$ cat src/rtl/farrow_phase_scheduler_pkg.sv
// Shared types, defaults and the phase-to-filter-row mapping for the Farrow phase scheduler.
`default_nettype none

package farrow_pkg;

  localparam int unsigned FARROW_FILTERS_DEF = 40;
  localparam int unsigned FARROW_TAPS_DEF    = 6;
  localparam int unsigned FARROW_PHASE_W_DEF = 16;

  typedef enum logic [2:0] {
    IDLE  = 3'd0,
    FILL  = 3'd1,
    CHECK = 3'd2,
    MAC   = 3'd3,
    OUT   = 3'd4
  } sched_state_t;

  // Row index = floor(frac * filters / 2^phase_w); frac < 1.0 keeps it below filters.
  function automatic int unsigned phase_to_filter(input logic [31:0] frac,
                                                  input int unsigned filters,
                                                  input int unsigned phase_w);
    logic [63:0] prod;
    prod = {32'd0, frac} * {32'd0, filters};
    return 32'(prod >> phase_w);
  endfunction

endpackage

`default_nettype wire

$ cat src/rtl/farrow_phase_scheduler_acc.sv
// Fractional-phase accumulator: clear / add step / subtract one, integer flag and filter row.
`default_nettype none

module farrow_phase_acc
  import farrow_pkg::*;
#(
  parameter int unsigned FILTERS = FARROW_FILTERS_DEF,
  parameter int unsigned PHASE_W = FARROW_PHASE_W_DEF
) (
  input  logic                       clk,
  input  logic                       rst_n,
  input  logic                       clr_i,
  input  logic                       add_i,
  input  logic                       sub_i,
  input  logic [PHASE_W+1:0]         step_i,
  output logic                       ge_one_o,
  output logic [PHASE_W-1:0]         frac_o,
  output logic [$clog2(FILTERS)-1:0] filter_o
);

  localparam int unsigned ACC_W = PHASE_W + 3;
  localparam int unsigned FI_W  = $clog2(FILTERS);
  localparam logic [ACC_W-1:0] ONE = {3'b001, {PHASE_W{1'b0}}};

  logic [ACC_W-1:0] acc_q, acc_d;

  always_comb begin
    acc_d = acc_q;
    if (clr_i) begin
      acc_d = '0;
    end else if (add_i) begin
      acc_d = acc_q + {1'b0, step_i};
    end else if (sub_i) begin
      acc_d = acc_q - ONE;
    end
  end

  always_ff @(posedge clk or negedge rst_n) begin
    if (!rst_n) begin
      acc_q <= '0;
    end else begin
      acc_q <= acc_d;
    end
  end

  assign ge_one_o = |acc_q[ACC_W-1:PHASE_W];
  assign frac_o   = acc_q[PHASE_W-1:0];
  assign filter_o = FI_W'(phase_to_filter(32'(acc_q[PHASE_W-1:0]), FILTERS, PHASE_W));

endmodule

`default_nettype wire

$ cat src/rtl/farrow_phase_scheduler.sv
// Farrow polyphase interpolator sequencer: FSM, tap counter and handshakes.
// Optional FARROW_SCHED_STATS_EN adds saturating output/starvation counters.
`default_nettype none

module farrow_phase_scheduler
  import farrow_pkg::*;
#(
  parameter int unsigned FILTERS = FARROW_FILTERS_DEF,
  parameter int unsigned TAPS    = FARROW_TAPS_DEF,
  parameter int unsigned PHASE_W = FARROW_PHASE_W_DEF
) (
  input  logic                       clk,
  input  logic                       rst_n,
  input  logic                       en,
  input  logic [PHASE_W+1:0]         cfg_step,
  input  logic                       in_valid,
  output logic                       in_ready,
  output logic [$clog2(FILTERS)-1:0] coef_filter,
  output logic [$clog2(TAPS)-1:0]    coef_tap,
  output logic                       mac_en,
  output logic                       mac_clr,
  output logic                       mac_last,
  output logic                       out_valid,
  input  logic                       out_ready,
  output logic [PHASE_W-1:0]         out_mu
`ifdef FARROW_SCHED_STATS_EN
 ,output logic [31:0]                stat_outputs,
  output logic [31:0]                stat_starve
`endif
);

  localparam int unsigned FI_W   = $clog2(FILTERS);
  localparam int unsigned TAP_W  = $clog2(TAPS);
  localparam int unsigned FILL_W = $clog2(TAPS + 1);
  localparam logic [PHASE_W+1:0] STEP_MIN = {{(PHASE_W+1){1'b0}}, 1'b1};

  sched_state_t        state_q, state_d;
  logic [FILL_W-1:0]   fill_q, fill_d;
  logic [TAP_W-1:0]    tap_q, tap_d;
  logic [PHASE_W+1:0]  step_q, step_d;

  logic                acc_clr, acc_add, acc_sub;
  logic                acc_ge_one;
  logic [PHASE_W-1:0]  acc_frac;
  logic [FI_W-1:0]     acc_filter;
  logic [FILL_W-1:0]   fill_inc;

  farrow_phase_acc #(
    .FILTERS (FILTERS),
    .PHASE_W (PHASE_W)
  ) u_acc (
    .clk      (clk),
    .rst_n    (rst_n),
    .clr_i    (acc_clr),
    .add_i    (acc_add),
    .sub_i    (acc_sub),
    .step_i   (step_q),
    .ge_one_o (acc_ge_one),
    .frac_o   (acc_frac),
    .filter_o (acc_filter)
  );

  assign fill_inc = fill_q + FILL_W'(1);

  always_comb begin
    state_d     = state_q;
    fill_d      = fill_q;
    tap_d       = tap_q;
    step_d      = step_q;
    acc_clr     = 1'b0;
    acc_add     = 1'b0;
    acc_sub     = 1'b0;
    in_ready    = 1'b0;
    mac_en      = 1'b0;
    mac_clr     = 1'b0;
    mac_last    = 1'b0;
    out_valid   = 1'b0;
    coef_tap    = '0;
    coef_filter = '0;
    out_mu      = '0;

    case (state_q)
      IDLE: begin
        if (en) begin
          step_d  = (cfg_step == '0) ? STEP_MIN : cfg_step;
          state_d = FILL;
        end
      end

      FILL: begin
        if (!en) begin
          state_d = IDLE;
          fill_d  = '0;
          acc_clr = 1'b1;
        end else begin
          in_ready = 1'b1;
          if (in_valid) begin
            fill_d = fill_inc;
            if (fill_inc == FILL_W'(TAPS)) begin
              state_d = CHECK;
            end
          end
        end
      end

      CHECK: begin
        if (!en) begin
          state_d = IDLE;
          fill_d  = '0;
          acc_clr = 1'b1;
        end else if (acc_ge_one) begin
          // Integer part still pending: drain one input per accepted sample.
          in_ready = 1'b1;
          acc_sub  = in_valid;
        end else begin
          state_d = MAC;
          tap_d   = '0;
        end
      end

      MAC: begin
        mac_en      = 1'b1;
        coef_tap    = tap_q;
        coef_filter = acc_filter;
        mac_clr     = (tap_q == '0);
        mac_last    = (tap_q == TAP_W'(TAPS - 1));
        if (mac_last) begin
          state_d = OUT;
          tap_d   = '0;
        end else begin
          tap_d = tap_q + TAP_W'(1);
        end
      end

      OUT: begin
        out_valid = 1'b1;
        out_mu    = acc_frac;
        if (out_ready) begin
          if (en) begin
            acc_add = 1'b1;
            state_d = CHECK;
          end else begin
            acc_clr = 1'b1;
            fill_d  = '0;
            state_d = IDLE;
          end
        end
      end

      default: begin
        state_d = IDLE;
      end
    endcase
  end

  always_ff @(posedge clk or negedge rst_n) begin
    if (!rst_n) begin
      state_q <= IDLE;
      fill_q  <= '0;
      tap_q   <= '0;
      step_q  <= '0;
    end else begin
      state_q <= state_d;
      fill_q  <= fill_d;
      tap_q   <= tap_d;
      step_q  <= step_d;
    end
  end

`ifdef FARROW_SCHED_STATS_EN
  logic [31:0] outputs_q;
  logic [31:0] starve_q;

  always_ff @(posedge clk or negedge rst_n) begin
    if (!rst_n) begin
      outputs_q <= '0;
      starve_q  <= '0;
    end else if (en) begin
      if (out_valid && out_ready && (outputs_q != '1)) begin
        outputs_q <= outputs_q + 32'd1;
      end
      if ((state_q == FILL || state_q == CHECK) && in_ready && !in_valid &&
          (starve_q != '1)) begin
        starve_q <= starve_q + 32'd1;
      end
    end
  end

  assign stat_outputs = outputs_q;
  assign stat_starve  = starve_q;
`endif

endmodule

`default_nettype wire

$ cat config.mk
export PLATFORM = sky130hd
export DESIGN_NAME = farrow_phase_scheduler
export DESIGN_NICKNAME = d
export VERILOG_FILES = /design/src/rtl/farrow_phase_scheduler_pkg.sv /design/src/rtl/farrow_phase_scheduler_acc.sv /design/src/rtl/farrow_phase_scheduler.sv
export SDC_FILE = /design/constraint.sdc
export NUM_CORES = 1
export LEC_CHECK = 0
export ABC_CLOCK_PERIOD_IN_PS = 3200
export CORE_MARGIN = 8
export CORE_UTILIZATION = 50
export DETAILED_ROUTE_END_ITERATION = 7
export PLACE_DENSITY = 0.74
export RECOVER_POWER = 25
export SETUP_SLACK_MARGIN = 0.4
export SLEW_MARGIN = 30
export SYNTH_ARGS = -nofsm -noshare
export SYNTH_HDL_FRONTEND = slang
export SYNTH_SLANG_ARGS = --single-unit
$ cat constraint.sdc
create_clock -name clk -period 3.2 [get_ports clk]
set_clock_uncertainty 0.05 [all_clocks]
set_input_delay 0.32 -clock clk [delete_from_list [all_inputs] [get_ports clk]]
set_output_delay 0.32 -clock clk [all_outputs]
set_load 0.03 [all_outputs]
==> impl_metrics.py, run 1 <==
metrics = {
    "placement": {
        "place_ws_ps": 122,
        "numPortBuffers": 52,
        "post-place-cells": 538,
        "post_dp_cell_area_mm2": 0.00427,
        "gp_congestion": 0.884,
        "dp_hpwl_mm": 6.47,
    },
    "clock_network": {
        "clock-root-buffer": "clkbuf_8",
        "path_clk_slew_ps": 100,
        "clock_latency_ps": 310,
        "cts_tree": "done",
        "h-tree-depth": 2,
        "cts_max_path_buffers": 2,
        "clock-sinks": 46,
        "cts_buffers": 5,
    },
    "timing": {
        "fin_ws_ps": 121,
        "rsz0062_at_grt": "true",
        "finalCriticalPeriod_ps": 3080,
        "slew_viol_final": 0,
        "finalSetupTns_ps": 0,
        "whs_ps": 463,
        "max_freq_ghz": 0.325,
        "setup_viol": 0,
        "hold_violations": 0,
        "worst_slew_pin_slew_ps": 1170,
        "slew_headroom_pct": 22.2,
        "fin_crit_sh_pct": 96.2,
    },
    "pwr": {
        "powerDensity_mw_per_mm2": 538,
        "peakVddDrop_mv": 0.309,
        "seqPwrFrac_pct": 37.7,
        "finalPower_mw": 2.49,
        "combinationalPowerShare_pct": 47.1,
        "clock_power_share_pct": 15.2,
        "p_int_mw": 1.46,
        "p_sw_mw": 1.02,
        "p_leak_nw": 2.11,
        "switching_share_pct": 41.2,
    },
    "synth": {
        "synth_cell_types": 56,
        "syn_nets": 458,
        "ys_seq_elements": 46,
        "async_flop_share_pct": 100,
        "synth_cells": 386,
        "synth_area_mm2": 0.00359,
        "yosysWarnings": 0,
        "synth_edf_count": 0,
        "ys_seq_area_share_pct": 32.1,
        "synth_flop_cell": "dfrtp_1",
        "avgSynthCellArea_um2": 9.30,
    },
    "route": {
        "drc": 0,
        "drtIter0Drc": 298,
        "via_count": 3146,
        "wl_per_cell_um": 15.7,
        "postRouteAntennaNets": 0,
        "routed_via_density": 5.62,
        "first_pass_iters": 4,
        "routed_wl_mm": 8.79,
    },
    "worst_setup_path": {
        "criticalPathCategory": "reg -> out",
        "cp.required_ps": 2830,
        "critPathArrivalTime_ps": 2710,
        "endpoint_kind": "primary output",
        "startpoint_type": "flip-flop",
        "critPathSlowestCell": "dfrtp_1",
        "crit_buf_inv": 2,
        "path_delay_family": "compound AO/OA/AOI/OAI gates",
        "crit_fanout": 3,
        "max_stage_delay_ps": 430,
        "crit_chain": "buf_6 -> ha_1 -> ha_1 -> a21o_1 -> a21o_1 -> a221oi_4 -> o21ai_2 -> or4_4 -> nand3_2 -> buf_6",
    },
    "die": {
        "start_util_pct": 50.6,
        "fp.dieW_um": 101,
        "rows": 31,
        "die-area_mm2": 0.0101,
        "coreArea_mm2": 0.00710,
        "die_h_um": 101,
        "pin_count": 53,
    },
    "finish": {
        "final_core_util_pct": 65.2,
        "n_fill_cell": 589,
        "multiInputGateArea_mm2": 0.00251,
        "final_cells": 560,
        "regArea_mm2": 0.00116,
        "diodes": 0,
        "drive_gt1_share_pct": 20.0,
        "stdcell_area_mm2": 0.00463,
        "area_growth_syn_to_layout_pct": 28.9,
        "nets": 532,
    },
    "global_routing": {
        "grt_usage_pct": 17.6,
        "grt_pass1_vias": 3063,
        "antenna_found_initial": 0,
        "grt_max_degree": 47,
        "grt-ovfl-total": 0,
        "grt_pass1_wl_mm": 14.6,
    },
    "hold_path": {
        "hp-class": "reg -> reg",
    },
    "job": {
        "cap_violations": 0,
    },
    "status": {
        "status": "finished, final reports clean",
    },
}
==> cells in the final DEF, fill, tap and decap left out, drive strengths merged, types with 5 or more instances in the layout <==
| master | count |
|---|---|
| nor2 | 17 |
| inv | 10 |
| and2 | 21 |
| o21ai | 35 |
| o21a | 6 |
| ha | 48 |
| a21oi | 23 |
| dfrtp | 46 |
| a21o | 11 |
| nand4 | 6 |
| buf | 31 |
| mux2 | 17 |
| nor3 | 5 |
| clkbuf | 6 |
| xor2 | 9 |
| nand3 | 5 |
| clkdlybuf4s50 | 45 |
| nor4 | 6 |
| and3 | 6 |
| xnor2 | 12 |
| nand2 | 42 |
| nand2b | 6 |
| a31oi | 5 |
==> what timing repair did <==
| item | CTS | global route |
|---|---|---|
| resized for setup | 21 | 18 |
| setup buffers | 7 | 6 |
| gates cloned | 0 | 0 |
| hold buffers | 1 | 0 |
| hold endpoints to repair | 46 | 0 |
| pin swaps | 9 | 8 |
| setup endpoints to repair | 7 | 11 |
==> flip-flops by register name, indices dropped and copies added (netlist names) <==
register	cells
step_q	18
u_acc.acc_q	19
fill_q	3
state_q	3
tap_q	3
==> Yosys cell counts, types with 7 or more instances <==
library cell	n	area share, %
inv_1	9	0.94
ha_1	48	17
nor2_1	17	1.8
mux2_2	17	5.3
nand2_1	41	4.3
a21o_1	11	2.3
xor2_1	9	2.2
o21ai_0	32	4.5
xnor2_1	12	2.9
and2_1	21	3.7
a21oi_1	23	3.2
clkbuf_1	7	0.73
dfrtp_1	46	32
==> final timing paths <==
path / start / endpoint / slack, ps / cells after the start
setup / recovery: u_acc.acc_q[8] / coef_filter[4] / 120 / 10
hold / removal: fill_q[2] / fill_q[2] / 460 / 1
setup reg to reg: u_acc.acc_q[1] / u_acc.acc_q[17] / 490 / 8
hold reg to reg: fill_q[2] / fill_q[2] / 460 / 1
max in group asynchronous: rst_n / state_q[0] / 1560 / 2
min in group asynchronous: rst_n / step_q[3] / 740 / 2
==> cells by family after synthesis <==
group | synth area share (%)
flops | 32.1
buf+inv | 2.51
fa+ha+maj | 17.3
mux | 5.61
xor+xnor | 5.12
simple gates | 18.4
compound gates | 19.0
==> power by group through the flow <==
stage | Combinational (mW) | Clock, mW | Sequential [mW]
after floorplan | 0.939 | 0 | 0.858
after global routing | 1.31 | 0.408 | 0.969
after detailed placement | 1.14 | 0 | 0.945
after CTS | 1.15 | 0.386 | 0.935
after global placement | 1.11 | 0 | 0.941
final | 1.17 | 0.377 | 0.938
==> routing by layer <==
metal	up-vias	global-route usage (%)	routed length [µm]
met4	0	4.53	108
met5	-	0	0
met1	1487	24.4	4210
li1	1563	-	-
met2	88	27.6	4000
met3	8	2.76	474
==> layout make-up <==
| class | count | area share (%) |
|---|---|---|
| well taps | 99 | 2.68 |
| inverters | 10 | 0.811 |
| repair buffers | 78 | 15.2 |
| flip-flops and latches | 46 | 25.0 |
| clock buffers | 5 | 1.49 |
| clock inverters | 3 | 0.541 |
| multi-input cells | 319 | 54.3 |
(Power assumes the default switching activity.)
==> run 2: changes to the inputs <==
Settings changed: ABC_CLOCK_PERIOD_IN_PS 3200 to unset.
==> results of run 2 <==
No change in the layout: final DEF, timing and power equal those of run 1.
